`src/rtl/moment_pkg.sv`:
```
// Shared types and constants for the lattice moment RAM arbiter and its round-robin core.
package moment_pkg;

    typedef enum logic {
        ST_CLEAR = 1'b0,
        ST_SERVE = 1'b1
    } arb_state_e;

    localparam int LATTICE_DEPTH = 256;
    localparam int MOMENT_WIDTH  = 32;

    localparam int PORT_WB   = 0;
    localparam int PORT_DISP = 1;
    localparam int NUM_PORTS = 2;

endpackage

```
`src/rtl/rr_arb2.sv`:
```
// Two-way round-robin grant generator. After any grant the priority pointer
// moves to the other port; with no grant it holds.
module rr_arb2
    import moment_pkg::*;
(
    input  logic                 clk_i,
    input  logic                 rst_i,
    input  logic                 en_i,
    input  logic [NUM_PORTS-1:0] req_i,
    output logic [NUM_PORTS-1:0] gnt_o
);

    logic prio_q;
    logic prio_d;

    always_comb begin
        gnt_o = '0;
        if (en_i) begin
            if (&req_i) begin
                gnt_o[PORT_WB]   = ~prio_q;
                gnt_o[PORT_DISP] = prio_q;
            end else begin
                gnt_o = req_i;
            end
        end
    end

    // prio_q = 1 means the display port wins the next tie.
    always_comb begin
        prio_d = prio_q;
        if (gnt_o[PORT_WB]) begin
            prio_d = 1'b1;
        end else if (gnt_o[PORT_DISP]) begin
            prio_d = 1'b0;
        end
    end

    always_ff @(posedge clk_i or posedge rst_i) begin
        if (rst_i) begin
            prio_q <= 1'b0;
        end else begin
            prio_q <= prio_d;
        end
    end

endmodule

```
`src/rtl/moment_ram_arbiter.sv`:
```
// Round-robin arbiter/sequencer for the single-port lattice moment RAM.
// Optional post-reset zero-fill sweep is built when MOMENT_ARB_CLEAR_EN is defined.
module moment_ram_arbiter
    import moment_pkg::*;
#(
    parameter int DEPTH         = LATTICE_DEPTH,
    parameter int ADDRESS_WIDTH = $clog2(DEPTH),
    parameter int DATA_WIDTH    = MOMENT_WIDTH
) (
    input  logic                         clk_i,
    input  logic                         rst_i,
    output logic                         ready_o,
    input  logic                         req0_i,
    input  logic                         req1_i,
    input  logic                         we0_i,
    input  logic                         we1_i,
    input  logic [ADDRESS_WIDTH-1:0]     addr0_i,
    input  logic [ADDRESS_WIDTH-1:0]     addr1_i,
    input  logic signed [DATA_WIDTH-1:0] wdata0_i,
    input  logic signed [DATA_WIDTH-1:0] wdata1_i,
    output logic                         gnt0_o,
    output logic                         gnt1_o,
    output logic signed [DATA_WIDTH-1:0] rdata_o,
    output logic                         rvalid0_o,
    output logic                         rvalid1_o,
    output logic [ADDRESS_WIDTH-1:0]     ram_address_o,
    output logic                         ram_we_o,
    output logic signed [DATA_WIDTH-1:0] ram_data_in_o,
    input  logic signed [DATA_WIDTH-1:0] ram_data_out_i
);

    logic                         ready_q;
    logic                         ready_d;
    logic                         clearing;
    logic [ADDRESS_WIDTH-1:0]     clr_addr;
    logic [NUM_PORTS-1:0]         req;
    logic [NUM_PORTS-1:0]         gnt;
    logic                         rd0;
    logic                         rd1;
    logic                         rvalid0_q;
    logic                         rvalid1_q;
    logic signed [DATA_WIDTH-1:0] rdata_q;
    logic signed [DATA_WIDTH-1:0] rdata_d;

`ifdef MOMENT_ARB_CLEAR_EN
    // state    | meaning
    // ST_CLEAR | zero-fill sweep, one word per cycle, requests held off
    // ST_SERVE | arbitrate requests, ready high
    arb_state_e               state_q;
    arb_state_e               state_d;
    logic [ADDRESS_WIDTH-1:0] clr_addr_q;
    logic [ADDRESS_WIDTH-1:0] clr_addr_d;

    always_ff @(posedge clk_i or posedge rst_i) begin
        if (rst_i) begin
            state_q    <= ST_CLEAR;
            clr_addr_q <= '0;
        end else begin
            state_q    <= state_d;
            clr_addr_q <= clr_addr_d;
        end
    end

    always_comb begin
        state_d    = state_q;
        clr_addr_d = clr_addr_q;
        case (state_q)
            ST_CLEAR: begin
                if (clr_addr_q == ADDRESS_WIDTH'(DEPTH - 1)) begin
                    state_d = ST_SERVE;
                end else begin
                    clr_addr_d = clr_addr_q + ADDRESS_WIDTH'(1);
                end
            end
            default: state_d = state_q;
        endcase
    end

    assign clearing = (state_q == ST_CLEAR);
    assign clr_addr = clr_addr_q;
    assign ready_d  = (state_d == ST_SERVE);
`else
    assign clearing = 1'b0;
    assign clr_addr = '0;
    assign ready_d  = 1'b1;
`endif

    assign req[PORT_WB]   = req0_i;
    assign req[PORT_DISP] = req1_i;

    // ready_q is low in reset and throughout the sweep, so it doubles as the grant enable.
    rr_arb2 u_rr_arb2 (
        .clk_i (clk_i),
        .rst_i (rst_i),
        .en_i  (ready_q),
        .req_i (req),
        .gnt_o (gnt)
    );

    assign gnt0_o = gnt[PORT_WB];
    assign gnt1_o = gnt[PORT_DISP];

    always_comb begin
        ram_address_o = '0;
        ram_we_o      = 1'b0;
        ram_data_in_o = '0;
        if (clearing) begin
            ram_address_o = clr_addr;
            ram_we_o      = 1'b1;
        end else if (gnt[PORT_WB]) begin
            ram_address_o = addr0_i;
            ram_we_o      = we0_i;
            ram_data_in_o = wdata0_i;
        end else if (gnt[PORT_DISP]) begin
            ram_address_o = addr1_i;
            ram_we_o      = we1_i;
            ram_data_in_o = wdata1_i;
        end
    end

    assign rd0     = gnt[PORT_WB] & ~we0_i;
    assign rd1     = gnt[PORT_DISP] & ~we1_i;
    assign rdata_d = (rd0 | rd1) ? ram_data_out_i : rdata_q;

    always_ff @(posedge clk_i or posedge rst_i) begin
        if (rst_i) begin
            ready_q   <= 1'b0;
            rvalid0_q <= 1'b0;
            rvalid1_q <= 1'b0;
            rdata_q   <= '0;
        end else begin
            ready_q   <= ready_d;
            rvalid0_q <= rd0;
            rvalid1_q <= rd1;
            rdata_q   <= rdata_d;
        end
    end

    assign ready_o   = ready_q;
    assign rvalid0_o = rvalid0_q;
    assign rvalid1_o = rvalid1_q;
    assign rdata_o   = rdata_q;

endmodule

```
`config.mk`:
```
export PLATFORM = sky130hd
export DESIGN_NAME = moment_ram_arbiter
export DESIGN_NICKNAME = d
export VERILOG_FILES = /design/src/rtl/moment_pkg.sv /design/src/rtl/rr_arb2.sv /design/src/rtl/moment_ram_arbiter.sv
export SDC_FILE = /design/constraint.sdc
export NUM_CORES = 1
export LEC_CHECK = 0
export ABC_AREA = 1
export CAP_MARGIN = 20
export CELL_PAD_IN_SITES_DETAIL_PLACEMENT = 2
export CELL_PAD_IN_SITES_GLOBAL_PLACEMENT = 2
export CORE_AREA = 2 2 133 135
export DETAILED_ROUTE_END_ITERATION = 8
export DIE_AREA = 0 0 135 137
export GPL_TIMING_DRIVEN = 0
export PLACE_DENSITY_LB_ADDON = 0.1
export SETUP_SLACK_MARGIN = 0.1
export SYNTH_ARGS = -nofsm -noshare
export SYNTH_HDL_FRONTEND = slang
export SYNTH_SLANG_ARGS = --single-unit
```
`constraint.sdc`:
```
create_clock -name clk_i -period 1.2 [get_ports clk_i]
set_clock_uncertainty 0.2 [all_clocks]
set_input_delay 0.24 -clock clk_i [delete_from_list [all_inputs] [get_ports clk_i]]
set_output_delay 0.24 -clock clk_i [all_outputs]
set_load 0.05 [all_outputs]
```
==> flow_metrics.tcl <==
set metrics [dict create \
    antenna_found_initial 1 \
    vias_per_cell 3.816 \
    synth.distinct_cells 15 \
    layout-drive-gt1-share_pct 56.64 \
    crit_type "reg -> out" \
    synth_top_area_cell "dfrtp_1" \
    synth_area_leaders "dfrtp_1, nand2_1, nand3_1, nand2_2, buf_2" \
    powerDensity_nw_per_um2 1089 \
    fin_ws_ns -0.7602 \
    synth_seq_cells 36 \
    multi_input_area_um2 1866 \
    grt_pass1_vias 3202 \
    power.total_mw 6.924 \
    rsz0062_at_grt "yes" \
    avgSynthCellArea_um2 6.935 \
    crit_path_start_kind "flip-flop" \
    cts_num_sinks 36 \
    syn_nets 409 \
    cts_tree "yes" \
    place_ws_ns -1.515 \
    crit_path_max_incr_delay_ns 0.42 \
    dp_hpwl_mm 8.715 \
    nFillCells 1813 \
    ant_nets 0 \
    die_w_um 135 \
    drt_first_pass_iters 4 \
    async_flop_share_pct 100.0 \
    routed_wirelength_mm 12.12 \
    finalSetupViolations 112 \
    crit_fanout 10 \
    grt_first_pass_wirelength_mm 18.44 \
    clk_pin_slew_ns 0.06 \
    crit_path_end_kind "output port" \
    cpLargestDelayFamily "buffers and inverters" \
    synth_warnings 0 \
    min_period_over_period_pct 163.3 \
    leakage_nw 3.047 \
    ys_seq_area_share_pct 44.64 \
    die_h_um 137 \
    register_area_um2 902.1 \
    clk_latency_ns 0.27 \
    finalCriticalPeriod_ns 1.960 \
    synth_area_um2 2018 \
    h-tree-depth 2 \
    crit_arrival_ns 1.52 \
    synthFlopType "dfrtp_1" \
    crit_slowest_cell "dfrtp_2" \
    grt_use_total_pct 12.87 \
    worstReg2RegStart "u_rr_arb2.prio_q" \
    peakVddDrop_mv 0.7282 \
    status "finished, violations left" \
    synth_top_area_share_pct 44.64 \
    core-area_um2 17060 \
    drv_cap 0 \
    first_iter_violations 30 \
    boundaryPins 196 \
    max_freq_mhz 510.2 \
    wl_per_cell_um 15.78 \
    cp.required_ns 0.76 \
    gp_congestion 0.7320 \
    crit_start "ready_o" \
    start_util_pct 11.83 \
    synth-edff-count 0 \
    cts_hold_buf 0 \
    cp_cell_sequence "nand2_2, inv_4, nand2_4, inv_8, buf_12, buf_12, nand2_4, nand2_8, buf_8" \
    syn2layout_area_growth_pct 215.2 \
    hold_viol 0 \
    grt_max_degree 19 \
    overflow 0 \
    dieArea_um2 18500 \
    port-buffer-count 195 \
    hold_class "in -> async" \
    vias 2931 \
    ys_top_cells_by_count "nand2_1, dfrtp_1, nand3_1, nand2_2, buf_2" \
    setup_tns_ns -44.69 \
    cts.path.max_buffers 2 \
    rows 48 \
    finalNetCount 659 \
    drc_errors 0 \
    ctsRootBufferMaster "clkbuf_16" \
    synth.most_common_cell "nand2_1" \
    failed_checks "setup timing" \
    syn_inst 291 \
    path_buf_inv 5 \
    numCtsBuffers 5 \
    slew_viol_final 0 \
]
==> registers in the layout, indices dropped and copies added (netlist names) <==
register and flops:
rvalid0_o 1, ready_o 1, rvalid1_o 1, u_rr_arb2.prio_q 1
rdata_o 32
==> power by group <==
group | leakage [nW] | switching [mW] | internal (mW) | total (mW)
Clock | 0.0773 | 0.544 | 0.831 | 1.37
Combinational | 2.52 | 2.15 | 1.77 | 3.91
Sequential | 0.447 | 0.188 | 1.45 | 1.64
Total | 3.05 | 2.88 | 4.05 | 6.92
==> cell families (layout without fill, tap and decap cells) <==
| logic type | after synthesis | after routing | synth area share [%] |
|---|---|---|---|
| simple gates | 225 | 225 | 46.93 |
| other cells | 1 | 2 | 0.1858 |
| buf+inv | 27 | 278 | 7.687 |
| compound gates | 2 | 2 | 0.5579 |
| flops | 36 | 36 | 44.64 |
==> layout make-up <==
type                    instances  area share [%]
diodes                          1         0.03934
plain buffers                  15           4.249
clock buffers                   6           2.183
clock inverters                 2          0.2164
inverters                      10          0.9245
multi-input cells             228           29.33
flip-flops and latches         36           14.18
well taps                     225           4.426
repair buffers                244           44.34
repair inverters                1          0.1180
==> per-stage QoR <==
step / cells / hold WS [ns] / util, % / instance area (µm²)
floorplan: 291 / -0.006635 / - / 2720
global placement: 711 / 0.2861 / 29.04 / 4954
detailed placement: 711 / 0.2918 / 29.04 / 4954
CTS: 755 / 0.2756 / 36.27 / 6187
global route: 768 / 0.2652 / 37.29 / 6361
finish: 768 / 0.2355 / 37.29 / 6361
==> timing repair <==
item | 4_1_cts | 5_1_grt
setup endpoints to repair | 149 | 114
cloned | 9 | 1
pin swaps | 7 | 6
setup buffers | 28 | 17
resized for setup | 671 | 33
==> placed cells by master, fill, tap and decap left out, drive strengths merged <==
cell type / netlist / final
dfrtp: 36 / 36
clkdlybuf4s50: 0 / 115
conb: 1 / 1
nand2: 191 / 191
clkbuf: 0 / 7
o21ai: 1 / 1
o22ai: 1 / 1
buf: 17 / 139
bufbuf: 0 / 2
inv: 10 / 10
clkinvlp: 0 / 2
diode: 0 / 1
nand3: 34 / 34
dlygate4sd2: 0 / 2
clkinv: 0 / 1
==> final timing paths <==
check,cells past startpoint,endpoint,slack [ns]
max,9,ram_address_o[1],-0.76
min,2,rvalid1_o,0.24
max reg2reg,9,rdata_o[21],-0.48
min reg2reg,2,rdata_o[10],0.33
max in group asynchronous,2,rdata_o[24],0.30
min in group clk_i,3,rdata_o[12],0.29
==> routing by layer <==
layer	part of all wire, %	wire (µm)	track usage (%)	vias to the layer above
met3	8.3	1004	3.778	6
met2	52	6247	22.53	118
met1	39	4784	15.85	1412
li1	-	-	-	1395
met4	0.67	81	2.315	0
met5	0	0	0	-
==> worst register-to-register path: stages, from the launching register on <==
cell and delay [ns]:
dfrtp_1 0.38, inv_2 0.07, nand2_4 0.07, buf_4 0.12, nand3_4 0.11, buf_6 0.14, buf_6 0.11, bufbuf_16 0.26
nand3_1 0.06, nand2_1 0.05
No activity file was read; power rests on OpenSTA's default activity.
